File: src/rtl/iserdes_bitslip_align.sv
// Word-alignment controller for one 4-bit DDR ISERDES lane, running in the CLKDIV domain.
// Latency: every output is registered and follows the sampled condition by one cycle; no backpressure.
module iserdes_bitslip_align #(
   parameter logic [3:0]  TRAIN_PATTERN = 4'hC,
   parameter int unsigned RST_CYCLES    = 4,
   parameter int unsigned SETTLE_CYCLES = 3,
   parameter int unsigned MATCH_CYCLES  = 16,
   parameter int unsigned MAX_SLIPS     = 8,
   parameter int unsigned ERR_LIMIT     = 4
) (
   input  logic       CLK_BUFR,
   input  logic       RST,
   input  logic [3:0] Q,
   input  logic       RETRAIN,
   input  logic       MONITOR,
   output logic       ISERDES_RST,
   output logic       BITSLIP,
   output logic       LOCKED,
   output logic       FAIL,
   output logic [3:0] SLIP_COUNT,
   output logic [3:0] ERR_COUNT
);

   typedef enum logic [2:0] {
      S_RST,
      S_SETTLE,
      S_CHECK,
      S_SLIP,
      S_LOCKED,
      S_FAIL
   } state_t;

   localparam logic [3:0] RST_LAST    = 4'(RST_CYCLES - 1);
   localparam logic [3:0] SETTLE_LAST = 4'(SETTLE_CYCLES - 1);
   localparam logic [7:0] MATCH_LAST  = 8'(MATCH_CYCLES - 1);
   localparam logic [3:0] SLIP_MAX    = 4'(MAX_SLIPS);
   localparam logic [3:0] ERR_MAX     = 4'(ERR_LIMIT);

   state_t     state;
   state_t     state_nxt;
   logic [3:0] tmr;
   logic [3:0] tmr_nxt;
   logic [7:0] match_cnt;
   logic [7:0] match_nxt;
   logic [3:0] slip_nxt;
   logic [3:0] err_nxt;
   logic       q_match;

   assign q_match = (Q == TRAIN_PATTERN);

   // Output flops decode the next state so they line up with the state register.
   always_ff @(posedge CLK_BUFR or posedge RST) begin
      if (RST) begin
         state       <= S_RST;
         tmr         <= 4'd0;
         match_cnt   <= 8'd0;
         ISERDES_RST <= 1'b1;
         BITSLIP     <= 1'b0;
         LOCKED      <= 1'b0;
         FAIL        <= 1'b0;
         SLIP_COUNT  <= 4'd0;
         ERR_COUNT   <= 4'd0;
      end else begin
         state       <= state_nxt;
         tmr         <= tmr_nxt;
         match_cnt   <= match_nxt;
         ISERDES_RST <= (state_nxt == S_RST);
         BITSLIP     <= (state_nxt == S_SLIP);
         LOCKED      <= (state_nxt == S_LOCKED);
         FAIL        <= (state_nxt == S_FAIL);
         SLIP_COUNT  <= slip_nxt;
         ERR_COUNT   <= err_nxt;
      end
   end

   always_comb begin
      state_nxt = state;
      tmr_nxt   = tmr;
      match_nxt = match_cnt;
      slip_nxt  = SLIP_COUNT;
      err_nxt   = ERR_COUNT;

      case (state)
         S_RST: begin
            if (tmr == RST_LAST) begin
               state_nxt = S_SETTLE;
               tmr_nxt   = 4'd0;
            end else begin
               tmr_nxt = tmr + 4'd1;
            end
         end
         S_SETTLE: begin
            if (tmr == SETTLE_LAST) begin
               state_nxt = S_CHECK;
               tmr_nxt   = 4'd0;
               match_nxt = 8'd0;
            end else begin
               tmr_nxt = tmr + 4'd1;
            end
         end
         S_CHECK: begin
            if (q_match) begin
               if (match_cnt == MATCH_LAST) begin
                  state_nxt = S_LOCKED;
                  err_nxt   = 4'd0;
               end else begin
                  match_nxt = match_cnt + 8'd1;
               end
            end else if (SLIP_COUNT < SLIP_MAX) begin
               state_nxt = S_SLIP;
               slip_nxt  = SLIP_COUNT + 4'd1;
            end else begin
               state_nxt = S_FAIL;
            end
         end
         S_SLIP: begin
            state_nxt = S_SETTLE;
            tmr_nxt   = 4'd0;
         end
         S_LOCKED: begin
            // ERR_COUNT is left at the limit after losing lock; the next lock clears it.
            if (MONITOR && !q_match) begin
               err_nxt = ERR_COUNT + 4'd1;
               if (ERR_COUNT + 4'd1 == ERR_MAX) begin
                  state_nxt = S_RST;
                  tmr_nxt   = 4'd0;
                  slip_nxt  = 4'd0;
               end
            end
         end
         S_FAIL: begin
            state_nxt = S_FAIL;
         end
         default: begin
            state_nxt = S_RST;
            tmr_nxt   = 4'd0;
         end
      endcase

      if (RETRAIN) begin
         state_nxt = S_RST;
         tmr_nxt   = 4'd0;
         match_nxt = 8'd0;
         slip_nxt  = 4'd0;
         err_nxt   = 4'd0;
      end
   end

endmodule

File: config.mk
export PLATFORM = sky130hd
export DESIGN_NAME = iserdes_bitslip_align
export DESIGN_NICKNAME = d
export VERILOG_FILES = /design/src/rtl/iserdes_bitslip_align.sv
export SDC_FILE = /design/constraint.sdc
export NUM_CORES = 1
export LEC_CHECK = 0
export ABC_AREA = 1
export CORE_ASPECT_RATIO = 0.5
export CORE_UTILIZATION = 55
export CTS_BUF_LIST = sky130_fd_sc_hd__clkbuf_16
export DETAILED_ROUTE_END_ITERATION = 12
export PLACE_DENSITY = 0.85
export SYNTH_ARGS = -nofsm -noshare
export SYNTH_HDL_FRONTEND = slang
export SYNTH_SLANG_ARGS = --single-unit
export TNS_END_PERCENT = 10
File: constraint.sdc
create_clock -name CLK_BUFR -period 2 [get_ports CLK_BUFR]
set_clock_uncertainty 0.15 [all_clocks]
set_input_delay 0.4 -clock CLK_BUFR [delete_from_list [all_inputs] [get_ports CLK_BUFR]]
set_output_delay 0.4 -clock CLK_BUFR [all_outputs]
set_load 0.01 [all_outputs]
# --- After elaboration in Yosys (flattened, before gate mapping) ---
# Index checks and enable logic that the tools add are counted.
word_totals:
  reg_bits: 27
  inputBits: 8
  output_inout_bits: 12
  wordCells: 76
op_classes:
  n_addsub: 4
  n_lt_le_gt_ge: 1
  eq_ne: 22
  n_mux: 29
  n_reduce_logical: 11
op_table:
  columns: ["operator", "count"]
  rows:
  - ["two-way mux 4 bit", 12]
  - ["two-way mux 8 bit", 4]
  - ["two-way mux 3 bit", 8]
  - ["inequality test 3 bit, second input constant", 8]
  - ["case mux 3 bit (6 select lines)", 1]
  - ["case mux 4 bit (2 select lines)", 2]
  - ["case mux 4 bit (4 select lines)", 1]
  - ["case mux 8 bit (2 select lines)", 1]
  - ["adder 4 x 1 -> 4 bit, second input constant", 3]
  - ["equality test 3 bit, second input constant", 4]
  - ["equality test 3 x 2 -> 1 bit, second input constant", 3]
  - ["adder 8 x 1 -> 8 bit, second input constant", 1]
  - ["equality test 4 x 2 -> 1 bit, second input constant", 2]
  - ["equality test 8 x 4 -> 1 bit, second input constant", 1]
  - ["AND reduction 4 bit", 2]
  - ["zero test 3 bit", 2]
  - ["nonzero test 3 bit", 2]
  - ["AND reduction 5 bit", 1]
  - ["equality test 4 x 3 -> 1 bit, second input constant", 1]
  - ["equality test 4 bit, second input constant", 1]
  - ["< comparator 4 bit, second input constant", 1]
  - ["equality test 3 x 1 -> 1 bit, second input constant", 1]
  - ["AND reduction 3 bit", 1]
  - ["inequality test 2 x 1 -> 1 bit, second input constant", 1]
  - ["other kinds (3)", 3]

# --- Depth between registers and ports, before layout ---
# Gate-level depths: netlist of run 1.
logic_depth:
  depth_word: 7
  depth_mapped: 11
  ltp_nobuf: 11

# --- Worst setup path before layout of run 1 ---
# OpenSTA, ideal clock, no wires.
synth_path:
  kind: "register -> register"
  startpoint: "reg tmr[0]"
  endpoint: "reg match_cnt[5]"
  setup_time_ps: 121
  arrival_time_ps: 1329
  t_required_ps: 1729
  slack_ps: 400
  path_stages_with_launch: 10
  n_path_buf: 0
  period_less_slack_ps: 1600
  path_cell_list: "dfrtp_1 inv_1 ha_1 nand3_1 nor2_1 nor2_1 a21oi_4 inv_2 nand2_1 o21ai_1"
synth_between:
  elab_chain_len: 3
synth_lines:
  columns: ["item", "line", "text"]
  rows:
  - ["from (decl)", "41", "logic [3:0] tmr;"]
  - ["from (signal assigned)", "65", "tmr <= tmr_nxt;"]
  - ["equality test 4 x 2 -> 1 bit", "93", "if (tmr == SETTLE_LAST) begin"]
  - ["inequality test 3 bit (no source line)", null, null]
  - ["AND reduction 4 bit (no source line)", null, null]
  - ["to (signal assigned)", "66", "match_cnt <= match_nxt;"]
  - ["to (decl)", "43", "logic [7:0] match_cnt;"]
# No other way between the ends.
# A chain may end at the register's enable or synchronous reset.

# --- Worst setup path after layout of run 1 ---
layout_path:
  startpoint: "reg match_cnt[0]"
  endpoint: "reg ERR_COUNT[3]"
layout_between:
  elab_chain_len: 3
layout_lines:
  columns: ["item", "line", "text"]
  rows:
  - ["equality test 8 x 4 -> 1 bit", "103", "if (match_cnt == MATCH_LAST) begin"]
  - ["inequality test 3 bit (no source line)", null, null]
  - ["AND reduction 4 bit (no source line)", null, null]
  - ["to (signal assigned)", "72", "ERR_COUNT <= err_nxt;"]
  - ["to (decl)", "21", "output logic [3:0] ERR_COUNT"]
# No other way between the ends.

==> results.py, run 1 <==
metrics = {
    "pwr": {
        "p_comb_frac": 0.223,
        "net-switching-power_mw": 0.398,
        "p_int_mw": 0.994,
        "sequential_share_of_power": 0.456,
        "power.share.switching": 0.286,
        "clock_power_frac": 0.320,
        "post-layout-total-power_mw": 1.39,
        "static-leakage-power_nw": 1.04,
        "p_per_area_mw_per_mm2": 681,
        "peakVddDrop_v": 0.000382,
    },
    "routing": {
        "first_iter_violations": 92,
        "post-route-drc-count": 0,
        "detailedRoute.firstPassIterationCount": 4,
        "antenna_violating_nets_post_route": 0,
        "routedLengthMet1_um": 1700,
        "via_per_inst": 5.26,
        "wl_met2_um": 1600,
        "route.vias.total": 1574,
        "routed.top_layer": "met4",
        "met3_wl_um": 226,
        "wl_per_cell_um": 11.9,
        "totalWireLength_um": 3560,
    },
    "die": {
        "core.rowCount": 13,
        "io-pin-count": 20,
        "placeableCoreArea_sq_mm": 0.00273,
        "die_w_um": 79.8,
        "floorplan.die.height_um": 40.9,
        "start_util": 0.609,
        "design.die.area_sq_mm": 0.00326,
    },
    "worst_setup_path": {
        "critical_path.reg2reg.endpoint": "ERR_COUNT[3]",
        "critPathSlowestCell": "sky130_fd_sc_hd__dfrtp_1",
        "r2r_slack_ns": 0.09,
        "cp_data_required_time_ns": 2.03,
        "critPathCaptureType": "flip-flop",
        "critical-path-max-stage-delay_ns": 0.38,
        "path_class": "flip-flop to flip-flop",
        "setup.worst_path.start_class": "flip-flop",
        "worstRegToRegCells": 7,
        "arrival_worst_endpoint_ns": 1.94,
        "r2r_start": "match_cnt[0]",
        "crit_top_cell": "sky130_fd_sc_hd__o21ai_0",
        "crit_chain": "ha_1, nand2_1, nor2_1, nand3_1, o21ai_0, nand4_1, o21ai_0",
        "timing.critical_path.fanout_max": 4,
    },
    "cts": {
        "cts_root_buffer": "sky130_fd_sc_hd__clkbuf_16",
        "ctsHtreeMaxLevel": 1,
        "worst_skew_pair.late_latency_ns": 0.26,
        "cts_buffer_depth": 2,
        "tritoncts": "built",
        "ctsHoldBuffers": 0,
        "clock_transition_time_at_the_flip_flop_clock_pins_of_the_worst_setup_and_hold_paths_ns": 0.06,
        "cts.sinks": 27,
        "numCtsBuffers": 3,
    },
    "global_routing": {
        "grt_pass1_wl_um": 6010,
        "global_route.usage.total": 0.256,
        "antenna_found_initial": 0,
        "first_global_vias": 1330,
        "grt_max_degree": 28,
        "globalRoute.totalOverflow": 0,
    },
    "finish": {
        "fillerInstances": 209,
        "area_delta_synth_final_pct": 22.8,
        "drive_gt1_frac": 0.0840,
        "antenna_diode_count": 0,
        "finish.instance_area_sq_mm": 0.00204,
        "design.final.nets": 278,
    },
    "sta": {
        "slew-limit-headroom": 0.756,
        "layout_min_cycle_time_ns": 1.91,
        "actual_transition_at_the_worst_max_transition_pin_ns": 0.364,
        "clock.fmax_mhz": 523,
        "setup_viol": 0,
        "tns_ns": 0,
        "timing_hold_violations_final": 0,
        "unrepaired_setup_endpoints_after_global_routing": "yes",
        "final.period_utilization": 0.955,
        "setup_ws_ns": 0.0897,
        "maxSlewViolCount": 0,
    },
    "logic_synthesis": {
        "synthesis.area_per_instance_sq_um": 7.14,
        "area_share_of_fa_ha_maj_cells_after_synthesis": 0.0526,
        "synth.yosys.warnings": 0,
        "yosys.cell_types.count": 23,
        "synth_xor_area_frac": 0.0158,
        "yosys-mux-area-fraction": 0,
        "syn_area_sq_mm": 0.00166,
        "ys_seq_area_frac": 0.407,
        "netlist_instances": 233,
        "synth_simple_gate_area_frac": 0.353,
        "main_combinational_cell_family_by_area_after_synthesis": "simple AND/OR/NAND/NOR gates",
        "total_of_flip_flops_plus_latches_after_synthesis": 27,
        "post_synth_net_total": 248,
        "synth-compound-area-share": 0.0857,
    },
    "place": {
        "port-buffer-count": 19,
        "place.detailed.hpwl_um": 2690,
        "dpl_cell_area_sq_mm": 0.00194,
        "preCtsSetupSlack_ns": -0.0618,
        "gp_routability_congestion": 0.874,
    },
    "run": {
        "timing.max_cap.violations": 0,
    },
    "status": {
        "run_status": "finished clean",
    },
    "hold_path": {
        "holdCritPathClass": "input pin to asynchronous set/reset pin",
    },
}
## registers in the layout (all words and copies together), names as in the netlist
name         cells
match_cnt        8
ERR_COUNT        4
SLIP_COUNT       4
tmr              4
state            3
BITSLIP          1
FAIL             1
ISERDES_RST      1
LOCKED           1
## kinds of logic (layout without fill, tap and decap cells)
kind of cell               Yosys count  count (layout)
buffers and inverters               38              67
DFF                                 27              27
and+or+nand+nor                    133             133
AOI/OAI and AO/OA                   25              25
xor gates and xnor gates             3               3
adders and majority gates            7               7
## cells in the mapped netlist (all sizes together)
| cell type | number | share of area |
|---|---|---|
| clkbuf | 2 | 0.0045 |
| dfstp | 1 | 0.016 |
| o21ai | 18 | 0.054 |
| dfrtp | 26 | 0.39 |
| xor2 | 3 | 0.016 |
| nand2 | 72 | 0.16 |
| nor2 | 21 | 0.052 |
| nor3 | 4 | 0.015 |
| o22a | 1 | 0.0053 |
| nand3 | 26 | 0.081 |
| nand4 | 8 | 0.034 |
| a21oi | 5 | 0.022 |
| inv | 36 | 0.081 |
| a211oi | 1 | 0.0045 |
| ha | 7 | 0.053 |
| nor3b | 2 | 0.0090 |
## layer usage
metal / vias up / track usage
met5: - / 0
met3: 6 / 0.0733
met1: 715 / 0.335
met4: 0 / 0.0670
li1: 808 / -
met2: 45 / 0.429
## worst max-delay path, delay by kind of cell (launching register included)
family	cells	cell delay, ns
fa+ha+maj	1	0.18
compound gates	2	0.55
flops	1	0.38
simple gates	4	0.56
## worst max-delay path by stage
| stage | from | to | slack [ns] | cells after the start |
|---|---|---|---|---|
| after floorplan | tmr[0] | match_cnt[5] | 0.40 | 9 |
| after detailed placement | Q[2] | ERR_COUNT[0] | -0.06 | 8 |
| after CTS | ISERDES_RST | ISERDES_RST | 0.14 | 1 |
| after global routing | match_cnt[0] | ERR_COUNT[3] | -0.02 | 7 |
| final | match_cnt[0] | ERR_COUNT[3] | 0.09 | 7 |
| after global placement | Q[2] | ERR_COUNT[3] | -0.02 | 8 |
## metrics by stage
step                 util  hold slack (ns)  instances
finish              0.748            0.353        299
global route        0.748            0.391        299
CTS                 0.738            0.368        297
detailed placement  0.709            0.360        293
global placement    0.709            0.349        293
floorplan               -            0.302        233
## cells in the final DEF (no fill, tap or decap)
| cell | count |
|---|---|
| sky130_fd_sc_hd__nand2_1 | 72 |
| sky130_fd_sc_hd__inv_1 | 35 |
| sky130_fd_sc_hd__dfrtp_1 | 25 |
| sky130_fd_sc_hd__nand3_1 | 23 |
| sky130_fd_sc_hd__nor2_1 | 20 |
| sky130_fd_sc_hd__clkdlybuf4s50_1 | 19 |
| sky130_fd_sc_hd__o21ai_0 | 14 |
| sky130_fd_sc_hd__buf_4 | 8 |
| sky130_fd_sc_hd__nand4_1 | 7 |
| sky130_fd_sc_hd__ha_1 | 7 |
| sky130_fd_sc_hd__o21ai_1 | 4 |
| sky130_fd_sc_hd__a21oi_1 | 4 |
| sky130_fd_sc_hd__nand3_2 | 3 |
| sky130_fd_sc_hd__nor3_1 | 3 |
| sky130_fd_sc_hd__xor2_1 | 3 |
| sky130_fd_sc_hd__clkbuf_16 | 3 |
| sky130_fd_sc_hd__inv_2 | 2 |
| sky130_fd_sc_hd__nor3b_1 | 2 |
| sky130_fd_sc_hd__dfrtp_2 | 1 |
| sky130_fd_sc_hd__dfstp_2 | 1 |
| sky130_fd_sc_hd__nor2_4 | 1 |
| sky130_fd_sc_hd__nor3_2 | 1 |
| sky130_fd_sc_hd__a21oi_4 | 1 |
| sky130_fd_sc_hd__a211oi_1 | 1 |
| sky130_fd_sc_hd__o22a_1 | 1 |
| sky130_fd_sc_hd__nand4_2 | 1 |
## cell type report
type	count	area, sq um	area share
clock buffers	3	75.1	0.0367
clock inverters	1	3.75	0.00184
inverters	36	135	0.0661
multi-input cells	168	855	0.418
flip-flops and latches	27	678	0.332
well taps	37	46.3	0.0227
repair buffers	27	250	0.122
## power groups by stage
stage | clock (mW) | sequential [mW] | combinational (mW)
after floorplan | 0 | 0.645 | 0.197
after global placement | 0 | 0.642 | 0.288
after CTS | 0.454 | 0.634 | 0.298
final | 0.446 | 0.635 | 0.311
after detailed placement | 0 | 0.644 | 0.297
after global routing | 0.478 | 0.643 | 0.356
## repair_timing
action,in CTS,in global routing
resized for setup,0,4
setup endpoints to repair,0,9
buffers inserted,0,2
Power figures use the tool's default switching activity.
==> inputs of run 2 (changes only) <==
--- a/config.mk
+++ b/config.mk
@@ -11,6 +11,7 @@
 export CTS_BUF_LIST = sky130_fd_sc_hd__clkbuf_16
 export DETAILED_ROUTE_END_ITERATION = 12
 export PLACE_DENSITY = 0.85
+export REMOVE_ABC_BUFFERS = 1
 export SYNTH_ARGS = -nofsm -noshare
 export SYNTH_HDL_FRONTEND = slang
 export SYNTH_SLANG_ARGS = --single-unit
==> results.py, run 2 (synthesis results as in run 1) <==
metrics = {
    "status": {
        "run_status": "finished clean",
    },
    "cts": {
        "ctsHoldBuffers": 0,
        "ctsHtreeMaxLevel": 1,
        "tritoncts": "built",
        "numCtsBuffers": 3,
        "cts.sinks": 27,
        "cts_buffer_depth": 2,
        "cts_setup_buffers": 0,
        "post_cts_resize_count": 0,
        "worst_skew_pair.late_latency_ns": 0.27,
        "cts_root_buffer": "sky130_fd_sc_hd__clkbuf_16",
        "clock_transition_time_at_the_flip_flop_clock_pins_of_the_worst_setup_and_hold_paths_ns": 0.07,
    },
    "finish": {
        "most_used_cells_in_the_layout_excluding_fill_and_tap_cells": "sky130_fd_sc_hd__nand2_1, sky130_fd_sc_hd__inv_1, sky130_fd_sc_hd__nand3_1",
        "regMostFlops": "match_cnt",
        "design.final.nets": 273,
        "drive_gt1_frac": 0.0661,
        "final_core_util": 0.732,
        "antenna_diode_count": 0,
        "area_delta_synth_final_pct": 20.2,
        "largest_reg_flops": 8,
        "regArea_sq_um": 679,
        "combined_area_of_the_multi_input_logic_cells_sq_um": 845,
        "fillerInstances": 217,
        "layout.cells.most_common": "sky130_fd_sc_hd__nand2_1",
    },
    "worst_setup_path": {
        "timing.critical_path.fanout_max": 5,
        "setup.worst_path.start_class": "flip-flop",
        "crit_chain": "ha_1, nand2_1, nor2_1, nand3_1, o21ai_0, nand3_1, nand2_1, o21ai_0",
        "critPathSlowestCell": "sky130_fd_sc_hd__dfrtp_1",
        "cp_data_required_time_ns": 2.00,
        "critical-path-max-stage-delay_ns": 0.38,
        "critPathCaptureType": "flip-flop",
        "path_class": "flip-flop to flip-flop",
        "arrival_worst_endpoint_ns": 1.86,
    },
    "sta": {
        "setup_viol": 0,
        "maxSlewViolCount": 0,
        "layout_min_cycle_time_ns": 1.86,
        "clock.fmax_mhz": 538,
        "final.period_utilization": 0.929,
        "setup_ws_ns": 0.142,
        "timing_hold_violations_final": 0,
        "unrepaired_setup_endpoints_after_global_routing": "no",
        "actual_transition_at_the_worst_max_transition_pin_ns": 0.350,
        "slew-limit-headroom": 0.767,
    },
    "place": {
        "place.detailed.hpwl_um": 2760,
        "port-buffer-count": 19,
        "gp_routability_congestion": 0.855,
        "preCtsSetupSlack_ns": -0.0488,
    },
    "die": {
        "design.die.area_sq_mm": 0.00326,
        "die_w_um": 79.8,
        "floorplan.die.height_um": 40.9,
        "placeableCoreArea_sq_mm": 0.00273,
        "start_util": 0.609,
        "core.rowCount": 13,
        "io-pin-count": 20,
    },
    "pwr": {
        "peakVddDrop_v": 0.000379,
        "static-leakage-power_nw": 1.00,
        "p_per_area_mw_per_mm2": 699,
    },
    "run": {
        "timing.max_cap.violations": 0,
    },
    "routing": {
        "route.vias.total": 1580,
        "totalWireLength_um": 3660,
        "via_per_inst": 5.37,
        "post-route-drc-count": 0,
        "wl_per_cell_um": 12.4,
        "antenna_violating_nets_post_route": 0,
        "detailedRoute.firstPassIterationCount": 4,
        "first_iter_violations": 88,
    },
    "global_routing": {
        "antenna_found_initial": 0,
        "global_route.usage.total": 0.257,
        "grt_max_degree": 28,
        "grt_pass1_wl_um": 6060,
        "first_global_vias": 1363,
        "globalRoute.totalOverflow": 0,
    },
    "hold_path": {
        "holdCritPathClass": "input pin to asynchronous set/reset pin",
    },
}
==> run 2: changes by cell type in the layout (fill, tap and decap cells not counted), sizes merged <==
cell | previous run | this run
buf | 8 | 3
clkinvlp | 0 | 1
inv | 37 | 36
==> run 2: layout make-up <==
class,count,area share
well taps,37,0.0231
multi-input cells,168,0.422
clock inverters,1,0.00375
clock buffers,3,0.0375
repair buffers,22,0.106
flip-flops and latches,27,0.340
inverters,36,0.0675
==> run 2: path summary, 6_finish.rpt <==
check / startpoint / endpoint / slack [ns] / depth (start not counted)
max in group asynchronous: RST / ISERDES_RST / 1.04 / 3
min reg2reg: tmr[3] / tmr[3] / 0.37 / 2
max: match_cnt[1] / ERR_COUNT[1] / 0.14 / 8
max reg2reg: match_cnt[1] / ERR_COUNT[1] / 0.14 / 8
min: RST / match_cnt[1] / 0.34 / 3
min in group CLK_BUFR: tmr[3] / tmr[3] / 0.37 / 2
==> run 2: worst max-delay path: cells and delay by family, from the launching register on <==
family                     cells  cell delay, ns
and+or+nand+nor                5            0.68
adders and majority gates      1            0.18
AOI/OAI and AO/OA              2            0.36
DFF                            1            0.38
==> run 2: stage by stage <==
stage	TNS (ns)	instances	cell area (sq um)	hold slack, ns	total power [mW]
CTS	0	294	2000	0.357	1.40
global route	0	294	2000	0.386	1.48
finish	0	294	2000	0.341	1.40
global placement	-0.0208	290	1920	0.362	0.930
floorplan	0	231	1660	0.302	0.839
detailed placement	-0.280	290	1920	0.363	0.939
==> run 2: power breakdown <==
part | switching (mW) | internal, mW | leakage (nW)
Clock | 0.191 | 0.272 | 0.0371
Combinational | 0.172 | 0.126 | 0.599
Sequential | 0.0448 | 0.592 | 0.366
==> run 2: routing by layer <==
layer,track usage,part of all wire
met2,0.466,0.49
met3,0.0644,0.035
met5,0,0
met1,0.319,0.47
met4,0.0759,0.0057
